## config.mk

```make
export PLATFORM = sky130hd
export DESIGN_NAME = perspective_divide
export DESIGN_NICKNAME = d
export VERILOG_FILES = /design/src/rtl/perspective_divide_pkg.sv /design/src/rtl/perspective_divide_serial_recip_div.sv /design/src/rtl/perspective_divide.sv
export SDC_FILE = /design/constraint.sdc
export NUM_CORES = 2
export LEC_CHECK = 0
export CORE_UTILIZATION = 40
export CTS_BUF_LIST = sky130_fd_sc_hd__clkbuf_2 sky130_fd_sc_hd__clkbuf_4 sky130_fd_sc_hd__clkbuf_8
export DETAILED_ROUTE_END_ITERATION = 7
export PLACE_DENSITY = 0.54
export REMOVE_ABC_BUFFERS = 1
export SLEW_MARGIN = 40
export SYNTH_ARGS = -nofsm -noshare
export SYNTH_HDL_FRONTEND = slang
export SYNTH_HIERARCHICAL = 1
export SYNTH_SLANG_ARGS = --single-unit
```

## constraint.sdc

```tcl
create_clock -name clk -period 25.4 [get_ports clk]
set_input_delay 5.08 -clock clk [delete_from_list [all_inputs] [get_ports clk]]
set_output_delay 5.08 -clock clk [all_outputs]
set_load 0.005 [all_outputs]
```

## src/rtl/perspective_divide_pkg.sv

```systemverilog
// Shared fixed-point types and helpers for the vertex pipeline
// (matrix-vector multiplier and perspective divide).
package perspective_divide_pkg;

    localparam int DATAWIDTH = 18;
    localparam int FRACBITS  = 12;
    localparam int RBITS     = 2 * FRACBITS + 1;
    localparam int SMAX      = (1 << (DATAWIDTH - 1)) - 1;
    localparam int FX_ONE    = 1 << FRACBITS;
    localparam int DIVW      = DATAWIDTH + 1;
    localparam int PRODW     = 2 * DATAWIDTH;
    localparam int CNTW      = $clog2(RBITS);

    typedef logic signed [DATAWIDTH-1:0] fx_t;
    typedef fx_t vec3_t [3];
    typedef fx_t vec4_t [4];

    typedef enum logic [1:0] {
        S_IDLE = 2'd0,
        S_DIV  = 2'd1,
        S_MUL  = 2'd2,
        S_OUT  = 2'd3
    } state_t;

    localparam logic signed [PRODW-1:0] SAT_HI = PRODW'(SMAX);
    localparam logic signed [PRODW-1:0] SAT_LO = -SAT_HI - PRODW'(1);

    // Clamp a double-width signed value into the fx_t range.
    function automatic fx_t saturate(input logic signed [PRODW-1:0] v);
        fx_t r;
        if (v > SAT_HI) begin
            r = fx_t'(SMAX);
        end else if (v < SAT_LO) begin
            r = fx_t'(-SMAX - 1);
        end else begin
            r = v[DATAWIDTH-1:0];
        end
        return r;
    endfunction

endpackage

```

## src/rtl/perspective_divide_serial_recip_div.sv

```systemverilog
// Bit-serial restoring divider computing 2^(2*FRACBITS) / divisor,
// one quotient bit per clock, MSB first, with a start/done handshake.
module perspective_divide_serial_recip_div
    import perspective_divide_pkg::*;
(
    input  logic             clk,
    input  logic             rstn,
    input  logic             i_start,
    input  logic [DIVW-1:0]  i_divisor,
    output logic [RBITS-1:0] o_quotient,
    output logic             o_done
);

    logic             busy_q, busy_d;
    logic             done_q, done_d;
    logic [CNTW-1:0]  cnt_q, cnt_d;
    logic [DIVW-1:0]  rem_q, rem_d;
    logic [DIVW-1:0]  divisor_q, divisor_d;
    logic [RBITS-1:0] quo_q, quo_d;

    logic [DIVW:0]    rem_shift;
    logic [DIVW:0]    divisor_ext;
    logic             fits;

    // The dividend is a single 1 at bit RBITS-1, which is the first bit shifted in.
    assign rem_shift   = {rem_q, (cnt_q == CNTW'(RBITS - 1))};
    assign divisor_ext = {1'b0, divisor_q};
    assign fits        = (rem_shift >= divisor_ext);

    always_comb begin
        busy_d    = busy_q;
        done_d    = 1'b0;
        cnt_d     = cnt_q;
        rem_d     = rem_q;
        divisor_d = divisor_q;
        quo_d     = quo_q;
        if (i_start) begin
            busy_d    = 1'b1;
            cnt_d     = CNTW'(RBITS - 1);
            rem_d     = '0;
            quo_d     = '0;
            divisor_d = i_divisor;
        end else if (busy_q) begin
            rem_d = DIVW'(fits ? (rem_shift - divisor_ext) : rem_shift);
            quo_d = {quo_q[RBITS-2:0], fits};
            if (cnt_q == '0) begin
                busy_d = 1'b0;
                done_d = 1'b1;
            end else begin
                cnt_d = cnt_q - CNTW'(1);
            end
        end
    end

    always_ff @(posedge clk) begin
        if (!rstn) begin
            busy_q    <= 1'b0;
            done_q    <= 1'b0;
            cnt_q     <= '0;
            rem_q     <= '0;
            divisor_q <= '0;
            quo_q     <= '0;
        end else begin
            busy_q    <= busy_d;
            done_q    <= done_d;
            cnt_q     <= cnt_d;
            rem_q     <= rem_d;
            divisor_q <= divisor_d;
            quo_q     <= quo_d;
        end
    end

    assign o_quotient = quo_q;
    assign o_done     = done_q;

endmodule

```

## src/rtl/perspective_divide.sv

```systemverilog
// Perspective divide: clip-space (x, y, z, w) to NDC by multiplying x, y, z
// with a serially computed 1/w; vertices with w <= 0 are flagged as clipped.
module perspective_divide
    import perspective_divide_pkg::*;
(
    input  logic  clk,
    input  logic  rstn,
    input  vec4_t i_v,
    input  logic  i_dv,
    output logic  o_ready,
    output vec3_t o_ndc,
    output logic  o_clip,
    output logic  o_dv
);

    state_t state_q, state_d;
    vec3_t  coord_q, coord_d;
    vec3_t  ndc_q, ndc_d;
    vec3_t  ndc_calc;
    logic   clip_q, clip_d;
    logic   out_clip_q, out_clip_d;
    logic   out_dv_q, out_dv_d;
    logic   ready_q, ready_d;

    logic                   div_start;
    logic                   div_done;
    logic [RBITS-1:0]       quotient;
    logic signed [DIVW-1:0] w_ext;
    logic [DIVW-1:0]        divisor_abs;
    fx_t                    recip;

    // One extra bit keeps |most-negative w| representable.
    assign w_ext       = {i_v[3][DATAWIDTH-1], i_v[3]};
    assign divisor_abs = w_ext[DIVW-1] ? unsigned'(-w_ext) : unsigned'(w_ext);
    assign div_start   = (state_q == S_IDLE) && i_dv;

    perspective_divide_serial_recip_div u_div (
        .clk        (clk),
        .rstn       (rstn),
        .i_start    (div_start),
        .i_divisor  (divisor_abs),
        .o_quotient (quotient),
        .o_done     (div_done)
    );

    assign recip = (quotient > RBITS'(SMAX)) ? fx_t'(SMAX) : quotient[DATAWIDTH-1:0];

    generate
        for (genvar gi = 0; gi < 3; gi++) begin : g_scale
            logic signed [PRODW-1:0] prod;
            assign prod         = PRODW'(coord_q[gi]) * PRODW'(recip);
            assign ndc_calc[gi] = saturate(prod >>> FRACBITS);
        end
    endgenerate

    always_comb begin
        state_d    = state_q;
        coord_d    = coord_q;
        ndc_d      = ndc_q;
        clip_d     = clip_q;
        out_clip_d = out_clip_q;
        out_dv_d   = out_dv_q;
        ready_d    = ready_q;
        case (state_q)
            S_IDLE: begin
                if (i_dv) begin
                    coord_d[0] = i_v[0];
                    coord_d[1] = i_v[1];
                    coord_d[2] = i_v[2];
                    clip_d     = (i_v[3] <= fx_t'(0));
                    ready_d    = 1'b0;
                    state_d    = S_DIV;
                end
            end
            S_DIV: begin
                if (div_done) begin
                    state_d = S_MUL;
                end
            end
            S_MUL: begin
                for (int i = 0; i < 3; i++) begin
                    ndc_d[i] = clip_q ? fx_t'(0) : ndc_calc[i];
                end
                out_clip_d = clip_q;
                out_dv_d   = 1'b1;
                state_d    = S_OUT;
            end
            S_OUT: begin
                out_dv_d = 1'b0;
                ready_d  = 1'b1;
                state_d  = S_IDLE;
            end
            default: begin
                state_d = S_IDLE;
                ready_d = 1'b1;
            end
        endcase
    end

    always_ff @(posedge clk) begin
        if (!rstn) begin
            state_q    <= S_IDLE;
            coord_q    <= '{default: '0};
            ndc_q      <= '{default: '0};
            clip_q     <= 1'b0;
            out_clip_q <= 1'b0;
            out_dv_q   <= 1'b0;
            ready_q    <= 1'b1;
        end else begin
            state_q    <= state_d;
            coord_q    <= coord_d;
            ndc_q      <= ndc_d;
            clip_q     <= clip_d;
            out_clip_q <= out_clip_d;
            out_dv_q   <= out_dv_d;
            ready_q    <= ready_d;
        end
    end

    assign o_ready = ready_q;
    assign o_ndc   = ndc_q;
    assign o_clip  = out_clip_q;
    assign o_dv    = out_dv_q;

endmodule

```

---- Word level (Yosys, flattened, before mapping) ----
Cells that the tools add are included.
word-level totals
  bits in registers ....................... 184
  output and inout bits ................... 57
  word-level logic and storage cells ...... 81
  bits of input ports ..................... 75
operators by class
  reduce and logical (&&, ||, !) cells .... 13
  multipliers ............................. 3
  equal/unequal tests ..................... 7
  muxes and demuxes ....................... 25
  bitwise operators ....................... 3
  add/subtract/negate cells ............... 3
  $lt $le $gt $ge ......................... 9
operators by type and width
  kind                    count
  $mux W18                10
  $mul A18 B18 Y36        3
  $gt A24 B18 Y1 const B  3
  $lt A24 B18 Y1 const B  3
  $mux W19                2
  $gt A25 B17 Y1 const B  1
  $ge A20 B19 Y1          1
  $neg A18 Y19            1
  $sub A19 B19 Y19        1
  $le A18 B1 Y1 const B   1
  $mux W5                 3
  $reduce_and A2 Y1       5
  $pmux W2 S4             1
  $reduce_bool A2 Y1      3
  $eq A5 B5 Y1 const B    1
  $logic_not A5 Y1        1
  $mux W1                 5
  $sub A5 B1 Y5 const B   1
  $eq A2 B2 Y1 const B    2
  $mux W2                 2
  $ne A2 B2 Y1 const B    2
  $pmux W1 S2             2
  $not A1 Y1              3
  $reduce_or A3 Y1        1
  other kinds (5)         5

---- Depth between registers and ports, before layout ----
  depth in word-level cells ............... 7
  mapped depth ............................ 33
  mapped depth without buffers ............ 28

---- Modules after synthesis ----
Netlist, hierarchy kept.
by module, submodules not included
  module                               times used  area an instance (µm²)  cells an instance  seq. area each (µm²)
  perspective_divide                   1           40933.0                 4605               2282.2
  perspective_divide_serial_recip_div  1           4005.1                  469                1401.3

---- Worst setup path after synthesis ----
No wires, ideal clock.
  path type ............................... reg2reg
  start point ............................. reg u_div.quo_q[21] (netlist: u_div/o_quotient[21])
  end point ............................... reg ndc_q, in the netlist o_ndc[25]
  path buffers ............................ 4
  data arrival time ....................... 7.949 ns
  cell stages (with the launch flop) ...... 32
  period minus slack after synthesis ...... 8.028 ns
  setup time .............................. 0.079 ns
  data required time ...................... 25.321 ns
  path slack .............................. 17.372 ns
  cell sequence ........................... dfxtp_1 > nor4_4 > nand2_1 > or2_2 > clkbuf_1 > clkbuf_1 > and2_1 > fa_1 > inv_1 > fa_1 > inv_1 > ha_1 > inv_1 > fa_1 > inv_1 > fa_1 > inv_1 > fa_1 > inv_1 > ha_1 > and4_1 > and2_1 > a221oi_1 > o21ai_0 > a221oi_1 > xnor2_1 > nand4_1 > o41a_1 > or2_2 > clkbuf_1 > buf_2 > o211ai_1
on the way
  longest elaborated chain between the ends .. 7
  elaborated cells between the ends (all ways) .. 8
  classes of those cells .................. mul (1); order compare (3); mux (4)
RTL lines
  item                    RTL line                                   source
  start, declared         perspective_divide_serial_recip_div.sv:19  logic [RBITS-1:0] quo_q, quo_d;
  start signal, assigned  perspective_divide_serial_recip_div.sv:69  quo_q <= quo_d;
  $gt A25 B17 Y1 (*)      perspective_divide.sv:46                   assign recip = (quotient > RBITS'(SMAX)) ? fx_t'(SMAX) : quotient[DATAWIDTH-1:0];
  $mux W18 (*)            perspective_divide.sv:46
  $mul A18 B18 Y36 (*)    perspective_divide.sv:51                   assign prod = PRODW'(coord_q[gi]) * PRODW'(recip);
  $lt A24 B18 Y1          perspective_divide_pkg.sv:33               end else if (v < SAT_LO) begin
  $mux W18                perspective_divide_pkg.sv:33
  $mux W18 (*)            perspective_divide_pkg.sv:31               if (v > SAT_HI) begin
  $mux W18 (*)            perspective_divide.sv:82                   ndc_d[i] = clip_q ? fx_t'(0) : ndc_calc[i];
  end signal, assigned    perspective_divide.sv:112                  ndc_q <= ndc_d;
  end, declared           perspective_divide.sv:18                   vec3_t ndc_q, ndc_d;
Every way passes the cells marked *; elsewhere a longest branch is shown, timed or not.
A chain may end at the register's enable or synchronous reset.

---- Final worst setup path ----
  start point ............................. reg u_div.quo_q[18] (netlist: u_div/o_quotient[18])
  end point ............................... reg ndc_q, in the netlist o_ndc[23]
Same word-level chain as after synthesis.

==> flow_summary.toml <==
[sta]
fmax_ghz = 0.1082
final-setup-viol-count = 0
max-slew-margin-rel_pct = 41.11
final.period_utilization_pct = 36.37
hold_viol_final = 0
finalMaxSlewViolations = 0
post-route-min-period_ns = 9.238
finClkSkew_ns = 0.03121
setup_tns_ns = 0
worst_pin_slew_ns = 0.8821
rsz0062_at_grt = "false"

[route]
drc = 0
drt_wl_total_um = 116100
routedWlPerCell_um = 17.63
vias = 32500
drtIter0Drc = 1725
drt_pass1_iterations = 5
drt.antenna.violating_nets = 0
vias_per_cell = 4.937

[yosys]
synth-edff-count = 0
synthDistinctLibCells = 77
ys_top_cells_by_count = "inv_1 (1171), fa_1 (985), nand2_1 (677)"
synthArstFlopShare_pct = 0
yosysWarnings = 6
synth.most_common_cell = "inv_1"
ys_seq_area_share_pct = 8.197
syn_area_per_cell_um2 = 8.857
syn_inst = 5074
ys_ff_latch = 184
synthFlopType = "dfxtp_1"
synth_top_area_share_pct = 43.88
synthTopCellsByArea = "fa_1 (44%), inv_1 (9.8%), dfxtp_1 (8.2%)"
yosys.area.top_type = "fa_1"
netlist_area_um2 = 44940

[clocking]
ctsResizeCount = 0
cts-hold-fix-buffers = 0
cts_sinks = 184
numCtsBuffers = 17
htreeDepth = 4
path_clk_slew_ns = 0.13
cts_setup_buffers = 0
cts_buffer_depth = 2
cts_tree = "yes"
cts_root_buffer = "clkbuf_8"
clkLatencyLatePin_ns = 0.65

[setup_path]
critPathLaunchType = "flip-flop"
crit_path_end = "o_ndc[23]$_SDFFE_PN0P_"
cp_data_required_time_ns = 25.87
crit_arrival_ns = 9.70
worstPathMaxFanout = 48
worst-setup-path-type = "reg -> reg"
r2r_slack_ns = 16.16
critical_path.startpoint = "u_div/o_quotient[18]$_SDFFE_PP0P_"
cpMostUsedCell = "inv_1"
r2r_end = "o_ndc[23]$_SDFFE_PN0P_"
reg2reg_depth = 28
crit_path_max_incr_delay_ns = 0.59
r2r_start = "u_div/o_quotient[18]$_SDFFE_PP0P_"
endpoint_kind = "flip-flop"
slowest_stage = "ha_1"

[die]
die_w_um = 337.2
die_area_um2 = 113700
die_h_um = 337.2
start_util_pct = 40.49
core_um2 = 111000
ios = 132
rows = 122

[placed_design]
dp_hpwl_um = 92250
dp_cells = 6548
gp_congestion = 0.9028
portBuffers = 131

[min_path]
hp-start = "o_ndc[36]$_SDFFE_PN0P_"
hold_class = "reg -> reg"

[pwr]
power_density_nw_per_um2 = 28.21
p_sw_w = 0.0006693
p_int_w = 0.0006913
p_leak_nw = 23.50
power_w = 0.001361
seqPwrFrac_pct = 32.3
p_sw_share_pct = 49.19
combPwrFrac_pct = 49.8
peakVddDrop_mv = 0.05553
clkPwrFrac_pct = 17.8

[grt]
overflow = 0
grt_pass1_wl_um = 191700
grt_max_degree = 63
antenna_found_initial = 1
grt_usage_pct = 21.62
grt_pass1_vias = 34710

[finish]
drive_above_1_share_pct = 2.984
nets = 6432
syn_to_final_growth_pct = 7.317
stdcell_count = 6583

[flow_run]
drv_cap = 0

[run_status]
status = "finished, final reports clean"
-- cell type report --
class	instances	area [µm²]
multi-input cells	3528	36130
clock inverters	15	216.5
diodes	1	2.502
inverters	1171	4397
well taps	1488	1862
repair buffers	179	1683
clock buffers	17	234.0
flip-flops and latches	184	3706
fillers	11200	62750
-- power groups by stage --
| stage | clock (W) | sequential, W | combinational, W |
|---|---|---|---|
| global placement | 0 | 0.000448 | 0.000670 |
| finish | 0.000243 | 0.000440 | 0.000678 |
| global route | 0.000264 | 0.000451 | 0.000755 |
| detailed placement | 0 | 0.000448 | 0.000673 |
| CTS | 0.000258 | 0.000442 | 0.000676 |
| floorplan | 0 | 0.000411 | 0.000423 |
-- sequential cells by signal, summed over array words and instances (netlist names) --
register / count
coord_q: 54
o_ndc: 54
u_div/o_quotient: 25
o_ready: 1
o_clip: 1
u_div/rem_q: 19
o_dv: 1
u_div/divisor_q: 19
u_div/cnt_q: 5
u_div/busy_q: 1
u_div/o_done: 1
state_q: 2
clip_q: 1
-- metrics by stage --
step                setup slack (ns)  util [%]  area [µm²]  hold WS (ns)
floorplan                      16.53         -       44180        0.4487
global placement               16.01     42.99       47710        0.4348
detailed placement             16.23     43.02       47740        0.4466
CTS                            16.22     43.42       48190        0.4742
global route                   15.41     43.46       48230        0.4894
finish                         16.16     43.46       48230        0.4663
-- worst max-delay path: cells and delay by family, from the launching register on --
kind | cells | cell delay, ns
and+or+nand+nor | 8 | 2.63
DFF | 1 | 0.37
buffers and inverters | 8 | 1.04
adders and majority gates | 7 | 3.65
AOI/OAI and AO/OA | 5 | 1.36
-- routing by layer --
layer  share of wire [%]  wire [µm]  GRT usage, %
met2                  48      55400         36.07
met3                 3.8       4430         1.950
met1                  46      53540         30.05
met4                 2.3       2688         5.754
met5                   0          0             0
-- layout by cell type, fill, tap and decap left out, types with 17 or more instances in the layout --
cell	n
conb_1	55
buf_4	46
nor3_1	23
a21o_1	33
a21oi_1	118
dfxtp_2	18
o211ai_1	26
nand4_1	28
nand2_1	676
nor2b_1	42
clkbuf_8	17
inv_1	1170
xnor2_1	86
and2_1	489
a21boi_0	59
or2_2	23
clkdlybuf4s50_1	130
a31oi_1	25
mux2i_1	46
nor2_1	95
ha_1	291
fa_1	985
o21ai_0	110
nand3_1	45
dfxtp_1	166
xor2_1	38
a211oi_1	26
-- cells by family (layout without fill, tap and decap cells) --
family / after synthesis / count (layout) / share of synthesized area (%)
xor gates and xnor gates: 124 / 124 / 2.417
DFF: 184 / 184 / 8.197
muxes: 50 / 50 / 1.125
AOI/OAI and AO/OA: 510 / 510 / 7.518
and+or+nand+nor: 1513 / 1513 / 16.83
other: 2 / 56 / 0.01671
adders and majority gates: 1276 / 1276 / 51.98
buffers and inverters: 1415 / 1382 / 11.92
-- worst min path at each step --
| stage | to | depth (start not counted) |
|---|---|---|
| floorplan | o_ndc[36]$_SDFFE_PN0P_ | 2 |
| global placement | o_ndc[37]$_SDFFE_PN0P_ | 2 |
| detailed placement | o_ndc[39]$_SDFFE_PN0P_ | 2 |
| CTS | o_ndc[39]$_SDFFE_PN0P_ | 2 |
| global route | o_ndc[36]$_SDFFE_PN0P_ | 2 |
| finish | o_ndc[36]$_SDFFE_PN0P_ | 2 |
Note: power is estimated with default switching activity, not from simulation.
